===== src/rtl/color_offset_bank.sv =====
// Bank of per-channel colour offset registers nudged by debounced up/down buttons,
// with press-edge stepping, hold-to-auto-repeat, saturation and a clamp indicator.
module color_offset_bank #(
  parameter int NUM_CH        = 7,
  parameter int OFF_W         = 4,
  parameter int STEP          = 1,
  parameter int HOLD_CYCLES   = 16,
  parameter int REPEAT_CYCLES = 4
) (
  input  logic                    clock,
  input  logic                    reset,
  input  logic [NUM_CH-1:0]       sel,
  input  logic                    up,
  input  logic                    down,
  input  logic                    clear,
  output logic [NUM_CH*OFF_W-1:0] offsets,
  output logic                    adjusting,
  output logic                    step,
  output logic                    clamped
);

  localparam int CNT_MAX = (HOLD_CYCLES > REPEAT_CYCLES) ? HOLD_CYCLES : REPEAT_CYCLES;
  localparam int CNT_W   = $clog2(CNT_MAX + 1);
  localparam int EXT_W   = OFF_W + 1;

  localparam logic [EXT_W-1:0] STEP_EXT    = EXT_W'(STEP);
  localparam logic [EXT_W-1:0] MAX_EXT     = {1'b0, {OFF_W{1'b1}}};
  localparam logic [CNT_W-1:0] HOLD_LOAD   = CNT_W'(HOLD_CYCLES);
  localparam logic [CNT_W-1:0] REPEAT_LOAD = CNT_W'(REPEAT_CYCLES);
  localparam logic [CNT_W-1:0] CNT_ONE     = CNT_W'(1);

  typedef enum logic [1:0] {DIR_NONE, DIR_UP, DIR_DOWN} dir_t;
  typedef enum logic [1:0] {ST_IDLE, ST_HOLD, ST_REPEAT} state_t;

  state_t            state_reg;
  dir_t              dir;
  dir_t              prev_dir_reg;
  logic [CNT_W-1:0]  counter_reg;
  logic              step_reg;
  logic              clamped_reg;
  logic              step_now;
  logic              fresh_edge;
  logic              held_ok;
  logic              counter_last;
  logic [NUM_CH-1:0] ch_clamp;

  always_comb begin
    dir = DIR_NONE;
    if (up && !down)
      dir = DIR_UP;
    else if (down && !up)
      dir = DIR_DOWN;
  end

  assign adjusting    = |sel;
  assign fresh_edge   = (dir != DIR_NONE) && (dir != prev_dir_reg);
  assign held_ok      = adjusting && (dir != DIR_NONE) && (dir == prev_dir_reg);
  assign counter_last = (counter_reg <= CNT_ONE);

  always_comb begin
    step_now = 1'b0;
    if (!clear) begin
      case (state_reg)
        ST_IDLE:             step_now = fresh_edge && adjusting;
        ST_HOLD, ST_REPEAT:  step_now = held_ok && counter_last;
        default:             step_now = 1'b0;
      endcase
    end
  end

  // Each channel saturates at OFF_W+1 bits so neither direction can wrap.
  generate
    for (genvar gi = 0; gi < NUM_CH; gi++) begin : g_ch
      logic [OFF_W-1:0] offset_reg;
      logic [EXT_W-1:0] sum_ext;
      logic [EXT_W-1:0] diff_ext;
      logic             sat_up;
      logic             sat_down;
      logic [OFF_W-1:0] stepped;

      assign sum_ext  = {1'b0, offset_reg} + STEP_EXT;
      assign diff_ext = {1'b0, offset_reg} - STEP_EXT;
      assign sat_up   = (sum_ext > MAX_EXT);
      assign sat_down = diff_ext[OFF_W];
      assign stepped  = (dir == DIR_DOWN) ? (sat_down ? '0 : diff_ext[OFF_W-1:0])
                                          : (sat_up ? MAX_EXT[OFF_W-1:0] : sum_ext[OFF_W-1:0]);
      assign ch_clamp[gi] = sel[gi] && ((dir == DIR_DOWN) ? sat_down : sat_up);

      always_ff @(posedge clock or posedge reset) begin
        if (reset)
          offset_reg <= '0;
        else if (clear && sel[gi])
          offset_reg <= '0;
        else if (step_now && sel[gi])
          offset_reg <= stepped;
      end

      assign offsets[gi*OFF_W +: OFF_W] = offset_reg;
    end
  endgenerate

  always_ff @(posedge clock or posedge reset) begin
    if (reset) begin
      state_reg    <= ST_IDLE;
      counter_reg  <= '0;
      prev_dir_reg <= DIR_NONE;
      step_reg     <= 1'b0;
      clamped_reg  <= 1'b0;
    end else begin
      step_reg     <= step_now;
      clamped_reg  <= step_now && (|ch_clamp);
      prev_dir_reg <= dir;
      if (clear) begin
        state_reg   <= ST_IDLE;
        counter_reg <= '0;
      end else begin
        case (state_reg)
          ST_IDLE: begin
            if (step_now) begin
              state_reg   <= ST_HOLD;
              counter_reg <= HOLD_LOAD;
            end
          end
          ST_HOLD, ST_REPEAT: begin
            if (!held_ok) begin
              state_reg   <= ST_IDLE;
              counter_reg <= '0;
              // Forget the old direction so a reversal is seen as a fresh press next cycle.
              if ((dir != DIR_NONE) && (dir != prev_dir_reg))
                prev_dir_reg <= DIR_NONE;
            end else if (counter_last) begin
              state_reg   <= ST_REPEAT;
              counter_reg <= REPEAT_LOAD;
            end else begin
              counter_reg <= counter_reg - CNT_ONE;
            end
          end
          default: begin
            state_reg   <= ST_IDLE;
            counter_reg <= '0;
          end
        endcase
      end
    end
  end

  assign step    = step_reg;
  assign clamped = clamped_reg;

endmodule


===== config.mk =====
export PLATFORM = sky130hd
export DESIGN_NAME = color_offset_bank
export DESIGN_NICKNAME = d
export VERILOG_FILES = /design/src/rtl/color_offset_bank.sv
export SDC_FILE = /design/constraint.sdc
export NUM_CORES = 1
export LEC_CHECK = 0
export BUFFER_PORTS_ARGS = -buffer_cell sky130_fd_sc_hd__buf_2
export CAP_MARGIN = 10
export CELL_PAD_IN_SITES_DETAIL_PLACEMENT = 1
export CELL_PAD_IN_SITES_GLOBAL_PLACEMENT = 1
export CORE_AREA = 2 2 114 116
export DETAILED_ROUTE_END_ITERATION = 10
export DIE_AREA = 0 0 116 118
export HOLD_SLACK_MARGIN = 0.08
export MAX_ROUTING_LAYER = met4
export PLACE_DENSITY_LB_ADDON = 0.1
export SETUP_SLACK_MARGIN = 0.1
export SYNTH_ARGS = -nofsm -noshare
export SYNTH_HDL_FRONTEND = slang
export SYNTH_SLANG_ARGS = --single-unit

===== constraint.sdc =====
create_clock -name clock -period 2.4 [get_ports clock]
set_clock_uncertainty 0.2 [all_clocks]
set_input_delay 0 -clock clock [delete_from_list [all_inputs] [get_ports clock]]
set_output_delay 0 -clock clock [all_outputs]
set_load 0.05 [all_outputs]

# Word level (Yosys, flattened, before mapping)
# Cells that the tools add are included.
[classes]
add_sub_neg = 15
n_mux = 60
order_cmp = 8
n_reduce_logical = 44
eq_ne = 7
[ops]
columns = ["cell", "count"]
rows = [
  ["$mux 4", 35],
  ["$add 4x1->5 const B", 7],
  ["$gt 5x4->1 const B", 7],
  ["$sub 4x1->5 const B", 7],
  ["$logic_and 1x1->1", 29],
  ["$mux 2", 10],
  ["$mux 5", 4],
  ["$reduce_bool 2->1", 8],
  ["$reduce_or 7->1", 2],
  ["$pmux 5 s2", 1],
  ["$mux 1", 8],
  ["$le 5x1->1 const B", 1],
  ["$sub 5x1->5 const B", 1],
  ["$eq 2x2->1 const B", 2],
  ["$ne 4x4->1 const B", 1],
  ["$pmux 2 s2", 1],
  ["$ne 3x3->1 const B", 1],
  ["$eq 2x1->1 const B", 1],
  ["$eq 2x2->1", 1],
  ["$logic_not 1->1", 2],
  ["$logic_not 2->1", 1],
  ["$ne 2x2->1", 1],
  ["$pmux 1 s2", 1],
  ["$reduce_and 2->1", 1],
  ["$reduce_or 2->1", 1],
]
[totals]
reg_bits = 39
output_inout_bits = 31

# Depth between registers and ports, before layout
# Gate-level depths: netlist of the first run.
[depth]
ltp_word = 13
depth_mapped = 10
ltp_nobuf = 7

# Worst setup path before layout of the first run
# No wires, ideal clock.
[synth_timing]
path_type = "register to register"
from = "register g_ch[5].offset_reg[0]"
to = "register clamped_reg (netlist: clamped)"
path_stages_with_launch = 8
t_required_ns = 2.076
setup_slack_ns = -0.395
t_arrival_ns = 2.471
setup_ns = 0.124
cell_sequence = "dfrtp_1 -> inv_1 -> ha_1 -> nor3b_1 -> maj3_1 -> nand4b_1 -> or4b_1 -> o31a_1"
[synth_between]
elab_chain_len = 6
elab_cells_between_ends = 7
cone_classes = "2 x add/sub; 1 x order compare; 1 x mux; 3 x reduce/logical"
[synth_lines]
columns = ["element", "line_no", "text"]
rows = [
  ["from (decl)", "74", "logic [OFF_W-1:0] offset_reg;"],
  ["from (signal assigned)", "95", "offset_reg <= stepped;"],
  ["$add 4x1->5", "81", "assign sum_ext = {1'b0, offset_reg} + STEP_EXT;"],
  ["$gt 5x4->1", "83", "assign sat_up = (sum_ext > MAX_EXT);"],
  ["$mux 1 *", "87", "assign ch_clamp[gi] = sel[gi] && ((dir == DIR_DOWN) ? sat_down : sat_up);"],
  ["$logic_and 1x1->1 *", "87", ""],
  ["$reduce_or 7->1 *", "111", "clamped_reg <= step_now && (|ch_clamp);"],
  ["$logic_and 1x1->1 *", "111", ""],
  ["to (signal assigned)", "111", ""],
  ["to (decl)", "40", "logic clamped_reg;"],
]
# Every way passes the cells marked *; elsewhere a longest branch is shown, timed or not.
# A chain may end at the register's enable or synchronous reset.

# Worst setup path after layout of the first run
[layout_timing]
from = "register counter_reg[3]"
to = "register g_ch[0].offset_reg[2]"
[layout_between]
elab_chain_len = 6
[layout_lines]
columns = ["element", "line_no", "text"]
rows = [
  ["from (decl)", "38", "logic [CNT_W-1:0] counter_reg;"],
  ["from (signal assigned)", "135", "counter_reg <= counter_reg - CNT_ONE;"],
  ["$le 5x1->1", "58", "assign counter_last = (counter_reg <= CNT_ONE);"],
  ["$logic_and 1x1->1", "65", "ST_HOLD, ST_REPEAT: step_now = held_ok && counter_last;"],
  ["$pmux 1 s2", "63", "case (state_reg)"],
  ["$mux 1", "62", "if (!clear) begin"],
  ["$logic_and 1x1->1", "94", "else if (step_now && sel[gi])"],
  ["$reduce_bool 2->1 (no source line)", "--", ""],
  ["to (signal assigned)", "95", ""],
  ["to (decl)", "74", ""],
]
# No other way between the ends.

==> results of run 1 <==
## cells in the mapped netlist (4+ instances only)
cell type / instances / area share (%)
nor3_1: 7 / 0.96
dfrtp_1: 39 / 27
nand4_1: 5 / 0.85
a31oi_1: 6 / 1.0
inv_1: 25 / 2.6
o211ai_1: 7 / 1.4
buf_2: 6 / 0.82
o41ai_1: 6 / 1.4
nor3b_1: 9 / 1.8
mux2i_1: 9 / 2.5
nand3_1: 12 / 1.6
o31a_1: 4 / 0.96
nand2b_1: 8 / 1.4
nor2b_1: 10 / 1.7
buf_1: 4 / 0.41
ha_1: 28 / 9.6
nand2_1: 25 / 2.6
o21ai_2: 5 / 1.2
a22o_1: 5 / 1.2
o21ai_0: 15 / 2.1
nor4bb_1: 6 / 1.6
a32o_1: 7 / 1.9
nor4b_1: 4 / 0.96
o221ai_1: 4 / 0.96
a211oi_2: 5 / 1.7
a311oi_1: 10 / 2.4
and4b_1: 5 / 1.4
clkbuf_1: 17 / 1.7
a21oi_1: 31 / 4.2
nor2_1: 19 / 1.9
a211o_1: 4 / 0.96
nand4b_1: 4 / 0.96
## worst max-delay path by stage
stage / startpoint / endpoint / slack, ns / cells past startpoint
global placement: g_ch[3].offset_reg[0]$_DFFE_PP0P_ / clamped$_DFF_PP0_ / 0.11 / 7
CTS: state_reg[0]$_DFFE_PP0P_ / g_ch[4].offset_reg[1]$_DFFE_PP0P_ / 0.10 / 7
finish: counter_reg[3]$_DFFE_PP0P_ / g_ch[0].offset_reg[2]$_DFFE_PP0P_ / 0.14 / 6
detailed placement: g_ch[3].offset_reg[0]$_DFFE_PP0P_ / clamped$_DFF_PP0_ / 0.09 / 7
floorplan: g_ch[5].offset_reg[1]$_DFFE_PP0P_ / clamped$_DFF_PP0_ / 0.03 / 7
global route: counter_reg[2]$_DFFE_PP0P_ / g_ch[0].offset_reg[2]$_DFFE_PP0P_ / 0.05 / 6
## through the flow
stage          total power [uW]  util (%)  std cells
2_1_floorplan              3570         -        416
3_3_place_gp               4610      35.1        643
3_5_place_dp               4660      35.1        643
4_1_cts                    5430      37.3        665
5_1_grt                    6030      38.9        680
6_report                   5580      38.9        680
## area by class of cell
type | count | area share (%)
clock inverters | 1 | 0.104
well taps | 172 | 4.46
flip-flops and latches | 39 | 20.6
inverters | 25 | 2.00
multi-input cells | 322 | 52.9
repair buffers | 114 | 17.2
clock buffers | 7 | 2.75
## placed cells by master, fill, tap and decap left out, types with 15 or more instances in the layout
cell and n:
buf_2 42, dfrtp_2 15, a21oi_1 31, dfrtp_1 24, nand2_1 25, buf_4 57, nor2_1 19, ha_1 24
inv_1 15, o21ai_0 15
## critical path: stages (launching register included)
cell and delay, ns:
dfrtp_1 0.39, or3_4 0.38, nor4b_4 0.42, a22o_4 0.29, buf_12 0.14, o21ai_1 0.09
a32o_1 0.23
## cell families after synthesis
group	Yosys count	synth area share, %
AOI/OAI and AO/OA	137	28.3
muxes	13	3.79
DFF	39	26.7
and+or+nand+nor	136	23.2
buffers and inverters	56	6.56
adders and majority gates	31	10.4
xor gates and xnor gates	4	1.16
## layer usage
layer / up-vias / global-route usage, %
li1: 1772 / -
met1: 1781 / 24.4
met2: 43 / 27.1
met3: 8 / 2.73
met4: 0 / 4.69
met5: - / -
## where the power goes
part | total, uW | internal, uW | switching (uW)
clock | 676 | 385 | 291
sequential | 1060 | 886 | 175
combinational | 3840 | 1550 | 2300
total | 5580 | 2820 | 2760
## what timing repair did
| action | in CTS | in global routing |
|---|---|---|
| endpoints found under the setup margin | 1 | 27 |
| cloned | 0 | 1 |
| gates resized for setup | 1 | 14 |
| setup buffers | 3 | 15 |
| hold endpoints to repair | 72 | 0 |
| hold buffers | 11 | 0 |
| pin swaps | 3 | 9 |
==> flow_summary.toml, run 1 <==
[status]
status = "finished clean"

[layout]
syn2layout_area_growth_pct = 31.7
nets = 547
largest_reg_flops = 28
fill_cells = 1501
seq_area_sq_um = 995
stdcell_area_sq_mm = 0.00482
antenna_cells = 0
multi_input_area_sq_mm = 0.00255
drive_gt1_share_pct = 32.3

[synth]
synth-seq-area-share_pct = 26.7
synth_area_sq_mm = 0.00366
async_flop_share_pct = 100
synth-seq-cells = 39
synth_nets = 456
synthCells = 416
synth_cell_types = 73
yosysWarnings = 0
synth_ff_type = "dfrtp_1"
synth_edf_count = 0
syn_area_per_cell_sq_um = 8.80

[placed_design]
postPlaceCellArea_sq_mm = 0.00435
numPortBuffers = 42
hpwlAfterDp_microns = 8120
place_congestion = 0.813
post-place-ws_ns = 0.0899

[clock_tree]
htree_levels = 2
clkSlewWorstSetupHoldPaths_ns = 0.06
cts_made_buffers = 5
insertion_delay_ns = 0.30
clock-sinks = 39
tritoncts = "built"
cts-root-buf = "clkbuf_16"
clock_path_buffers = 2

[global_routing]
antenna_found_initial = 0
globalRouteOverflowTotal = 0
first_global_vias = 3632
grt_max_degree = 61
grtUsageTotal_pct = 17.7
grt_pass1_wl_microns = 19000

[critical_path]
start_kind = "register"
r2r_slack_ns = 0.14
worstPathMaxFanout = 5
r2r_end = "g_ch[0].offset_reg[2]$_DFFE_PP0P_"
crit_type = "register to register"
worst_r2r_path_depth = 6
r2r-start = "counter_reg[3]$_DFFE_PP0P_"
cp.arrival_ns = 2.24
end_kind = "register"
cp_data_required_time_ns = 2.39

[timing]
setup_ws_ns = 0.145
rsz0062_at_grt = "yes"
slew_violations = 0
period_needed_ns = 2.26
setup_viol = 0
max_slew_margin_pct = 61.8
min_period_over_period_pct = 94.0
hold_slack_ns = 0.176
max_clock_freq_ghz = 0.443
setup-tns-final_ns = 0
hold_viol = 0
worstMarginPinSlew_ns = 0.574

[run]
cap_violations = 0

[die]
placementRows = 41
initial_core_util_pct = 29.5
die_x_microns = 116
io_pins = 43
coreArea_sq_mm = 0.0124
die_y_microns = 118
die-area_sq_mm = 0.0137

[route]
vias_per_cell = 5.30
drt_iter0_markers = 170
wirelength_met1_microns = 5790
wl_met2_microns = 5490
post_drt_wl_per_cell_microns = 17.2
top_layer_used = "met4"
vias = 3604
routed_wl_microns = 11700
dr.pass1.iters = 5
drc = 0
antenna_left = 0
dr_wl_met3_microns = 303

[power]
power_density_mw_per_mm2 = 1160
peakVddDrop_mv = 0.557
leakage_uw = 0.00213

[hold_path]
hold_path_class = "input port to asynchronous set/reset pin"
Power figures use the tool's default switching activity.
==> run 2, diff against run 1 <==
ABC_AREA = 1   (was unset)
CORE_AREA = 4 4 111 113   (was 2 2 114 116)
DIE_AREA = 0 0 115 117   (was 0 0 116 118)
clock period = 2.3 ns   (was 2.4 ns; I/O delays follow)
==> run 2 against run 1 <==
  * Highest routed layer unchanged
  * Fmax is 14% higher
  * Largest cell class unchanged
  * Critical path depth rose by 6
  * Die area fell by 1.7%
  * Combinational power decreased by 24%
  * Core utilization is 2.7 points lower
  * Cell count up 5.3%
  * Clock power up 25%
==> flow_summary.toml, run 2 <==
[status]
status = "finished clean"

[route]
post_drt_wl_per_cell_microns = 14.6
dr.pass1.iters = 4
drc = 0
vias = 3497
drt_iter0_markers = 182
vias_per_cell = 4.88
routed_wl_microns = 10500
antenna_left = 0

[critical_path]
cp.arrival_ns = 1.95
crit_chain = "inv_1, ha_1, nand2_1, nor2_1, nand2_1, nand2_1, nand2_1, nand2_1, nor2_1, nand3_1, nor2_1, nor2_1"
start_kind = "register"
crit_end = "clamped$_DFF_PP0_"
worstPathMaxFanout = 6
cpPeakStageDelay_ns = 0.44
r2r_end = "clamped$_DFF_PP0_"
worst_r2r_path_depth = 12
r2r_slack_ns = 0.32
end_kind = "register"
cp_data_required_time_ns = 2.27
r2r-start = "g_ch[3].offset_reg[0]$_DFFE_PP0P_"
critPathLaunch = "g_ch[3].offset_reg[0]$_DFFE_PP0P_"
crit_type = "register to register"
crit_path_frequent_cell = "nand2_1"
cp_slowest_cell = "dfrtp_1"

[synth]
async_flop_share_pct = 100
synth_area_sq_mm = 0.00336
synth.largest_area_cell = "dfrtp_1"
ys_top_cells_by_area = "dfrtp_1 (29%), nand2_1 (18%), ha_1 (10%)"
synth_edf_count = 0
syn_area_per_cell_sq_um = 6.49
synth.most_common_cell = "nand2_1"
synth_commonest_cells = "nand2_1 (158), inv_1 (70), nor2_1 (46)"
synth_cell_types = 31
synth-seq-cells = 39
synth_nets = 558
yosys.area.top_type_share_pct = 29.0
synth_ff_type = "dfrtp_1"
yosysWarnings = 0
synthCells = 518
synth-seq-area-share_pct = 29.0

[layout]
mostFrequentLayoutCells = "nand2_1 (155), inv_1 (69), nor2_1 (46)"
stdcell_area_sq_mm = 0.00410
syn2layout_area_growth_pct = 21.8
nets = 612
antenna_cells = 0
drive_gt1_share_pct = 13.6
largest_reg_flops = 28
final_common_cell = "nand2_1"

[timing]
setup_viol = 0
max_clock_freq_ghz = 0.506
min_period_over_period_pct = 86.0
rsz0062_at_grt = "no"
setup-tns-final_ns = 0
period_needed_ns = 1.98
worstMarginPinSlew_ns = 0.568
max_slew_margin_pct = 62.1
setup_ws_ns = 0.323
slew_violations = 0
hold_viol = 0

[placed_design]
post-place-ws_ns = 0.131
postPlaceCellArea_sq_mm = 0.00374
numPortBuffers = 42
hpwlAfterDp_microns = 7790
place_congestion = 0.809

[clock_tree]
post_cts_buffers = 0
insertion_delay_ns = 0.28
clock_path_buffers = 2
cts-root-buf = "clkbuf_16"
clkSlewWorstSetupHoldPaths_ns = 0.06
htree_levels = 2
tritoncts = "built"
cts_made_buffers = 5
clock-sinks = 39

[global_routing]
grt_pass1_wl_microns = 17600
antenna_found_initial = 0
grt_max_degree = 40
first_global_vias = 3579
grtUsageTotal_pct = 16.6
globalRouteOverflowTotal = 0

[power]
peakVddDrop_mv = 0.631
power_density_mw_per_mm2 = 1230
leakage_uw = 0.00216

[die]
die_x_microns = 115
die-area_sq_mm = 0.0135
coreArea_sq_mm = 0.0113
placementRows = 39
initial_core_util_pct = 29.7
die_y_microns = 117
io_pins = 43

[run]
cap_violations = 0

[hold_path]
hold_path_class = "input port to asynchronous set/reset pin"
## run 2: cell types whose count changed after synthesis, sizes merged, moves of 10 or more
cell	change
nor2	+27
inv	+47
a311oi	-10
o21ai	+17
nand3	+30
nand2	+140
nor2b	-10
a21oi	-14
## run 2: layer usage
layer / GRT usage, % / up-vias / share of wire (%)
li1: - / 1782 / -
met1: 21.9 / 1679 / 49
met2: 27.6 / 31 / 48
met3: 2.16 / 5 / 1.7
met4: 2.82 / 0 / 0.56
met5: - / - / 0
## run 2: power by group
part	internal, uW	switching [uW]	total, uW
clock	540	301	842
combinational	910	2000	2910
sequential	906	387	1290
total	2360	2690	5050
## run 2: timing repair
action / in CTS / in global routing
hold buffers: 11 / 0
endpoints found under the hold margin: 72 / 0
endpoints found under the setup margin: 0 / 36
resized for setup: 0 / 17
## run 2: stage by stage
step	hold slack (ns)	std cells	power (uW)	util (%)
2_1_floorplan	-0.0592	518	3410	-
3_3_place_gp	-0.0258	696	4090	33.0
3_5_place_dp	-0.0143	696	4180	33.0
4_1_cts	0.229	715	5060	35.6
5_1_grt	0.263	716	5540	36.2
6_report	0.207	716	5050	36.2
## run 2: cells by family (layout without fill, tap and decap cells)
group / count (synthesis) / after routing / synth area share, %
buf+inv: 85 / 139 / 9.71
xor+xnor: 10 / 10 / 2.60
fa+ha+maj: 28 / 28 / 10.4
simple gates: 275 / 276 / 34.2
compound gates: 81 / 81 / 14.0
flops: 39 / 39 / 29.0
## run 2: worst min-delay path by stage
stage,cells past startpoint,start,slack (ns),to
floorplan,2,sel[1],-0.06,g_ch[1].offset_reg[2]$_DFFE_PP0P_
global placement,3,reset,-0.03,g_ch[4].offset_reg[2]$_DFFE_PP0P_
detailed placement,3,reset,-0.01,g_ch[4].offset_reg[2]$_DFFE_PP0P_
CTS,4,reset,0.23,g_ch[4].offset_reg[2]$_DFFE_PP0P_
global route,4,reset,0.26,g_ch[4].offset_reg[2]$_DFFE_PP0P_
finish,4,reset,0.21,g_ch[6].offset_reg[3]$_DFFE_PP0P_
## run 2: final cells by class
cell class | count | area (sq um)
sequential | 39 | 981
tap | 143 | 179
fill | 1485 | 7220
timing repair buffer | 59 | 373
clock buffer | 6 | 139
multi-input combinational | 395 | 2120
inverter | 72 | 270
clock inverter | 2 | 35.0
## run 2: worst max-delay path, delay by kind of cell, from the launching register on
kind / cells / cell delay, ns
and+or+nand+nor: 10 / 0.75
DFF: 1 / 0.44
adders and majority gates: 1 / 0.34
buffers and inverters: 1 / 0.12
